### src/rtl/timer_sched.sv
// Four-channel GBA timer sequencer: start/reload, prescale or cascade
// tick generation, and latched overflow IRQ requests.
module timer_sched #(
  parameter int NUM_TIMERS = 4,
  parameter int PRESCALE_W = 10
) (
  input  logic                  clock_16,
  input  logic                  reset,
  input  logic [15:0]           TM0CNT_H,
  input  logic [15:0]           TM1CNT_H,
  input  logic [15:0]           TM2CNT_H,
  input  logic [15:0]           TM3CNT_H,
  input  logic [NUM_TIMERS-1:0] ovf,
  input  logic [NUM_TIMERS-1:0] irq_ack,
  output logic [NUM_TIMERS-1:0] tick,
  output logic [NUM_TIMERS-1:0] reload,
  output logic [NUM_TIMERS-1:0] irq_pend,
  output logic [NUM_TIMERS-1:0] running
);

  typedef enum logic [1:0] {
    IDLE  = 2'd0,
    START = 2'd1,
    RUN   = 2'd2
  } state_t;

  logic [15:0] cnt [4];

  assign cnt[0] = TM0CNT_H;
  assign cnt[1] = TM1CNT_H;
  assign cnt[2] = TM2CNT_H;
  assign cnt[3] = TM3CNT_H;

  // timer 0 has no predecessor, so its cascade bit is meaningless
  logic unused_ctl;
  assign unused_ctl = ^{TM0CNT_H[15:8], TM0CNT_H[5:2],
                        TM1CNT_H[15:8], TM1CNT_H[5:3],
                        TM2CNT_H[15:8], TM2CNT_H[5:3],
                        TM3CNT_H[15:8], TM3CNT_H[5:3]};

  for (genvar i = 0; i < NUM_TIMERS; i++) begin : g_ch
    state_t                state_q;
    state_t                state_d;
    logic                  en_q;
    logic [PRESCALE_W-1:0] pre_q;
    logic                  en;
    logic                  irq_en;
    logic                  cas;
    logic                  cas_tick;
    logic                  pre_hit;
    logic                  is_run;

    assign en     = cnt[i][7];
    assign irq_en = cnt[i][6];
    assign is_run = (state_q == RUN);

    if (i == 0) begin : g_nocas
      assign cas      = 1'b0;
      assign cas_tick = 1'b0;
    end else begin : g_cas
      assign cas      = cnt[i][2];
      assign cas_tick = ovf[i-1];
    end

    // prescaler tap select: all-ones on the low 0/6/8/10 bits
    always_comb begin
      pre_hit = 1'b0;
      unique case (cnt[i][1:0])
        2'd0:    pre_hit = 1'b1;
        2'd1:    pre_hit = &pre_q[5:0];
        2'd2:    pre_hit = &pre_q[7:0];
        default: pre_hit = &pre_q[9:0];
      endcase
    end

    // next state: enable low always wins and forces IDLE
    always_comb begin
      state_d = state_q;
      if (!en) begin
        state_d = IDLE;
      end else begin
        unique case (state_q)
          IDLE:    if (!en_q) state_d = START;
          START:   state_d = RUN;
          RUN:     state_d = RUN;
          default: state_d = IDLE;
        endcase
      end
    end

    // state register and enable edge history
    always_ff @(posedge clock_16 or negedge reset) begin
      if (!reset) begin
        state_q <= IDLE;
        en_q    <= 1'b0;
      end else begin
        state_q <= state_d;
        en_q    <= en;
      end
    end

    // prescaler: cleared on start, free-running while in RUN
    always_ff @(posedge clock_16 or negedge reset) begin
      if (!reset) begin
        pre_q <= '0;
      end else if (state_q == START) begin
        pre_q <= '0;
      end else if (is_run && !cas) begin
        pre_q <= pre_q + PRESCALE_W'(1);
      end
    end

    // overflow IRQ latch; a new overflow beats a same-cycle ack
    always_ff @(posedge clock_16 or negedge reset) begin
      if (!reset) begin
        irq_pend[i] <= 1'b0;
      end else if (ovf[i] && irq_en && is_run) begin
        irq_pend[i] <= 1'b1;
      end else if (irq_ack[i]) begin
        irq_pend[i] <= 1'b0;
      end
    end

    assign tick[i]    = en && is_run && (cas ? cas_tick : pre_hit);
    assign reload[i]  = (state_q == START);
    assign running[i] = is_run;
  end

endmodule
### config.mk
export PLATFORM = sky130hd
export DESIGN_NAME = timer_sched
export DESIGN_NICKNAME = d
export VERILOG_FILES = /design/src/rtl/timer_sched.sv
export SDC_FILE = /design/constraint.sdc
export NUM_CORES = 1
export LEC_CHECK = 0
export BUFFER_PORTS_ARGS = -buffer_cell sky130_fd_sc_hd__buf_4
export CAP_MARGIN = 20
export CORE_MARGIN = 10
export CORE_UTILIZATION = 54
export CTS_CLUSTER_DIAMETER = 60
export DETAILED_ROUTE_END_ITERATION = 8
export PLACE_DENSITY_LB_ADDON = 0.3
export SETUP_SLACK_MARGIN = 0.4
export SLEW_MARGIN = 20
export SYNTH_ARGS = -nofsm -noshare
export SYNTH_HDL_FRONTEND = slang
export SYNTH_SLANG_ARGS = --single-unit
export TNS_END_PERCENT = 5
### constraint.sdc
create_clock -name clock_16 -period 3.6 [get_ports clock_16]
set_clock_uncertainty 0.2 [all_clocks]
set_input_delay 0.72 -clock clock_16 [delete_from_list [all_inputs] [get_ports clock_16]]
set_output_delay 0.72 -clock clock_16 [all_outputs]
set_load 0.005 [all_outputs]
=== Word level (Yosys, flattened, before mapping) ===
Index checks and enable logic that the tools add are counted.

* Output and inout bits: 16
* Word-level logic and storage cells: 129
* Register bits after elaboration: 56
* Input port bits: 74

* Reductions and logical operators: 54
* Add/sub/neg operators: 4
* Multiplexer cells: 35
* Eq/ne operators: 20

{| class="wikitable"
|+ Operators by type and width
! cell !! count
|-
| 2-to-1 mux 10 bit || 8
|-
| adder 10 x 1 -> 10 bit (second input constant) || 4
|-
| AND reduction 10 bit || 4
|-
| AND reduction 8 bit || 4
|-
| AND reduction 6 bit || 4
|-
| logical AND 1 bit || 19
|-
| equality test 2 x 1 -> 1 bit (second input constant) || 8
|-
| equality test 2 bit (second input constant) || 8
|-
| zero test 2 bit || 8
|-
| 2-to-1 mux 2 bit || 8
|-
| case mux 2 bit (2 select lines) || 4
|-
| nonzero test 2 bit || 8
|-
| != test 3 bit (second input constant) || 4
|-
| case mux 1 bit (3 select lines) || 4
|-
| 2-to-1 mux 1 bit || 11
|-
| OR reduction 2 bit || 4
|-
| zero test 1 bit || 3
|}

=== Depth between registers and ports, before layout ===
* Depth after elaboration: 4
* Gate-level depth with buffers: 7
* Depth with buffers taken out: 6

=== Least setup slack after synthesis ===
OpenSTA, ideal clock, no wires.

* Path type: input to output
* Start point: input port TM3CNT_H[2]
* End point: output port tick[3]
* Buffers on the path: 0
* Required time: 2.680 ns
* Path slack: 1.456 ns
* Arrival time: 1.224 ns
* Stages on the path: 4
* Path through: nand4b_1 nor2_1 nand3_1 o21ai_1

* Word-level cells in the longest chain between the ends: 2

{| class="wikitable"
|+ Ends and longest elaborated chain
! what !! RTL line !! RTL
|-
| start: declaration || 12 || <nowiki>input logic [15:0] TM3CNT_H,</nowiki>
|-
| 2-to-1 mux 1 bit || 124 || <nowiki>assign tick[i] = en && is_run && (cas ? cas_tick : pre_hit);</nowiki>
|-
| logical AND 1 bit || 124 ||
|-
| end: declaration || 15 || <nowiki>output logic [NUM_TIMERS-1:0] tick,</nowiki>
|}

No other way between the ends.

=== Worst setup path in the final report ===
* Start point: register g_ch[3].state_q[0]
* End point: output port tick[3]

* Word-level cells in the longest chain between the ends: 3

{| class="wikitable"
|+ Ends and longest elaborated chain
! what !! RTL line !! RTL
|-
| start: declaration || 42 || <nowiki>state_t state_q;</nowiki>
|-
| start signal: assignment || 97 || <nowiki>state_q <= state_d;</nowiki>
|-
| equality test 2 bit || 55 || <nowiki>assign is_run = (state_q == RUN);</nowiki>
|-
| logical AND 1 bit (2 in series) || 124 ||
|}

No other way between the ends.

==> results.cfg <==
[clock_tree]
worstSkewPairLatency_ns = 0.31
clockBufferDepth = 2
post_cts_buffers = 0
cts_hold_buf = 0
cts-root-buf = clkbuf_8
numCtsBuffers = 5
cts_num_sinks = 56
postCtsResizedCells = 0
path_clk_slew_ns = 0.10
tritoncts = yes
h-tree-depth = 2

[timing]
max_freq_mhz = 373
final_max_slew_viol_count = 0
period_share = 0.745
setup_violations = 0
timing_hold_violations_final = 0
final.setup.tns_ns = 0
rsz0062_at_grt = false
tightest_slew_ns = 0.687
slew_headroom = 0.542
layout_min_cycle_time_ns = 2.68

[floorplanning]
boundaryPins = 90
coreArea_sq_um = 5200
die_h_um = 93.8
num_rows = 26
die_x_um = 93.8
start_util = 0.565
die_area_sq_um = 8800

[synthesis]
seq_area_frac_synth = 0.476
ys_types = 43
ys_async_sr_fraction = 1.00
synthFlopType = dfrtp_1
synth_edf_count = 0
ys_warn_count = 0
syn_area_sq_um = 2940
synth_area_per_cell_sq_um = 9.68
synth_fp_nets = 395
synthCells = 304
ys_ff_latch = 56

[routing]
drt_wl_total_mm = 5.70
vias_per_cell = 5.45
drtIter0Drc = 90
drc_errors = 0
drt-wirelength-per-cell_um = 13.8
ant_nets = 0
dr.pass1.iters = 4
via_count = 2252

[global_route]
grt_first_pass_wirelength_mm = 10.2
grt_max_degree = 57
grt_pass1_vias = 2267
grt_overflow = 0
antenna_found_initial = 0
grt_usage = 0.139

[flow_run]
drv_cap = 0

[finish]
n_fill_cell = 439
layout.cells.non_filler = 413
area_growth_pct = 15.5
final_util = 0.653
drive_above_1_share = 0.155
num_antenna_cells = 0
nets = 433

[status]
status = completed

[critical_path]
r2r_end = g_ch[0].pre_q[9]$_DFFE_PN0N_
max_stage_delay_ns = 0.39
worst-path-max-fanout = 5
start_kind = flop
required_ns = 2.68
slowest_stage = dfrtp_1
worst-r2r-cell-count = 6
reg2reg_slack_ns = 1.43
worstReg2RegStart = g_ch[0].state_q[0]$_DFFE_PN0P_
crit_chain = inv_1, ha_1, nand4b_1, nor2_1, nand3_1, o21ai_1, buf_4
arrival_ns = 1.76
critPathKind = reg2out
crit_path_end_kind = primary output

[pwr]
powerDensity_nw_per_um2 = 467
leakagePower_nw = 1.58
finalPower_mw = 1.59
ir_drop_mv = 0.361

[placed_design]
hpwlAfterDp_mm = 4.20
port_buffers = 44
dpl.cell_count = 405
gp_congestion = 0.830

[hold_path]
hp-class = in2async
==> worst max-delay path: cells and delay by family (launching register included) <==
family | cells | cell delay [ns]
flip-flops | 1 | 0.39
AO/OA/AOI/OAI | 1 | 0.10
buffers and inverters | 2 | 0.23
AND/OR/NAND/NOR | 3 | 0.46
adder cells (fa/ha/maj) | 1 | 0.26
==> cells by family (layout without fill, tap and decap cells) <==
| logic type | count (synthesis) | after routing | synth area share |
|---|---|---|---|
| compound gates | 44 | 44 | 0.0953 |
| xor+xnor | 28 | 28 | 0.0834 |
| fa+ha+maj | 17 | 17 | 0.0723 |
| buf+inv | 32 | 71 | 0.0493 |
| flops | 56 | 56 | 0.476 |
| mux | 4 | 4 | 0.0136 |
| simple gates | 123 | 123 | 0.210 |
==> sequential cells by signal, summed over array words and instances, names as in the netlist <==
name and flops:
g_ch.en_q 4, g_ch.pre_q 40, irq_pend 4, g_ch.state_q 8
==> layout make-up <==
type | instances | area (sq um) | share of cell area
Sequential cell | 56 | 1400 | 0.413
Multi-Input combinational cell | 216 | 1400 | 0.411
Timing Repair Buffer | 44 | 330 | 0.0972
Tap cell | 70 | 87.6 | 0.0258
Inverter | 19 | 71.3 | 0.0210
Clock buffer | 5 | 68.8 | 0.0203
Clock inverter | 3 | 42.5 | 0.0125
==> cells in the final DEF, fill, tap and decap left out, types with 5 or more instances in the layout <==
master / synthesis / layout
xor2_1: 16 / 16
and3_1: 5 / 5
a21boi_0: 6 / 6
clkbuf_8: 0 / 5
nand3_1: 24 / 24
buf_4: 4 / 44
nand4_1: 10 / 10
o22ai_1: 5 / 5
nand2_1: 26 / 26
nor2_1: 31 / 31
xnor2_1: 12 / 12
o21ai_0: 9 / 9
ha_1: 17 / 17
inv_1: 19 / 19
dfrtp_1: 56 / 56
a21oi_1: 12 / 12
==> through the flow <==
step | setup WS (ns) | hold WS (ns) | instance area (sq um)
3_3_place_gp | 1.16 | 0.253 | 3290
6_report | 0.919 | 0.243 | 3400
5_1_grt | 0.787 | 0.291 | 3400
3_5_place_dp | 1.10 | 0.261 | 3290
4_1_cts | 0.900 | 0.263 | 3400
2_1_floorplan | 1.46 | 0.224 | 2940
==> synthesized netlist by cell type, types with 5 or more instances <==
| cell type | n | area, sq um |
|---|---|---|
| a21oi_1 | 12 | 60.1 |
| nor2_1 | 31 | 116 |
| xor2_1 | 16 | 140 |
| nand3_1 | 24 | 120 |
| dfrtp_1 | 56 | 1400 |
| nand4_1 | 10 | 62.6 |
| and3_1 | 5 | 31.3 |
| nand2_1 | 26 | 97.6 |
| inv_1 | 19 | 71.3 |
| o22ai_1 | 5 | 31.3 |
| ha_1 | 17 | 213 |
| o21ai_0 | 9 | 45.0 |
| xnor2_1 | 12 | 105 |
| a21boi_0 | 6 | 45.0 |
==> how the worst max path moves through the flow <==
stage / start / end / slack, ns / cells past startpoint
5_1_grt: g_ch[3].state_q[0]$_DFFE_PN0P_ / tick[3] / 0.79 / 7
3_5_place_dp: TM3CNT_H[2] / tick[3] / 1.10 / 6
3_3_place_gp: TM3CNT_H[2] / tick[3] / 1.16 / 6
2_1_floorplan: TM3CNT_H[2] / tick[3] / 1.46 / 4
6_report: g_ch[3].state_q[0]$_DFFE_PN0P_ / tick[3] / 0.92 / 7
4_1_cts: g_ch[3].state_q[0]$_DFFE_PN0P_ / tick[3] / 0.90 / 7
==> per-layer routing <==
layer	GRT usage	part of all wire	vias up
met5	0	0	-
met4	0.0418	0.012	0
met3	0.0464	0.068	6
met2	0.214	0.43	53
met1	0.180	0.49	1078
li1	-	-	1115
==> where the power goes <==
part,leakage [nW],internal [mW],switching [mW]
clock network,0.0541,0.206,0.207
registers,0.745,0.701,0.0699
logic,0.784,0.180,0.221
(Power assumes the default switching activity.)
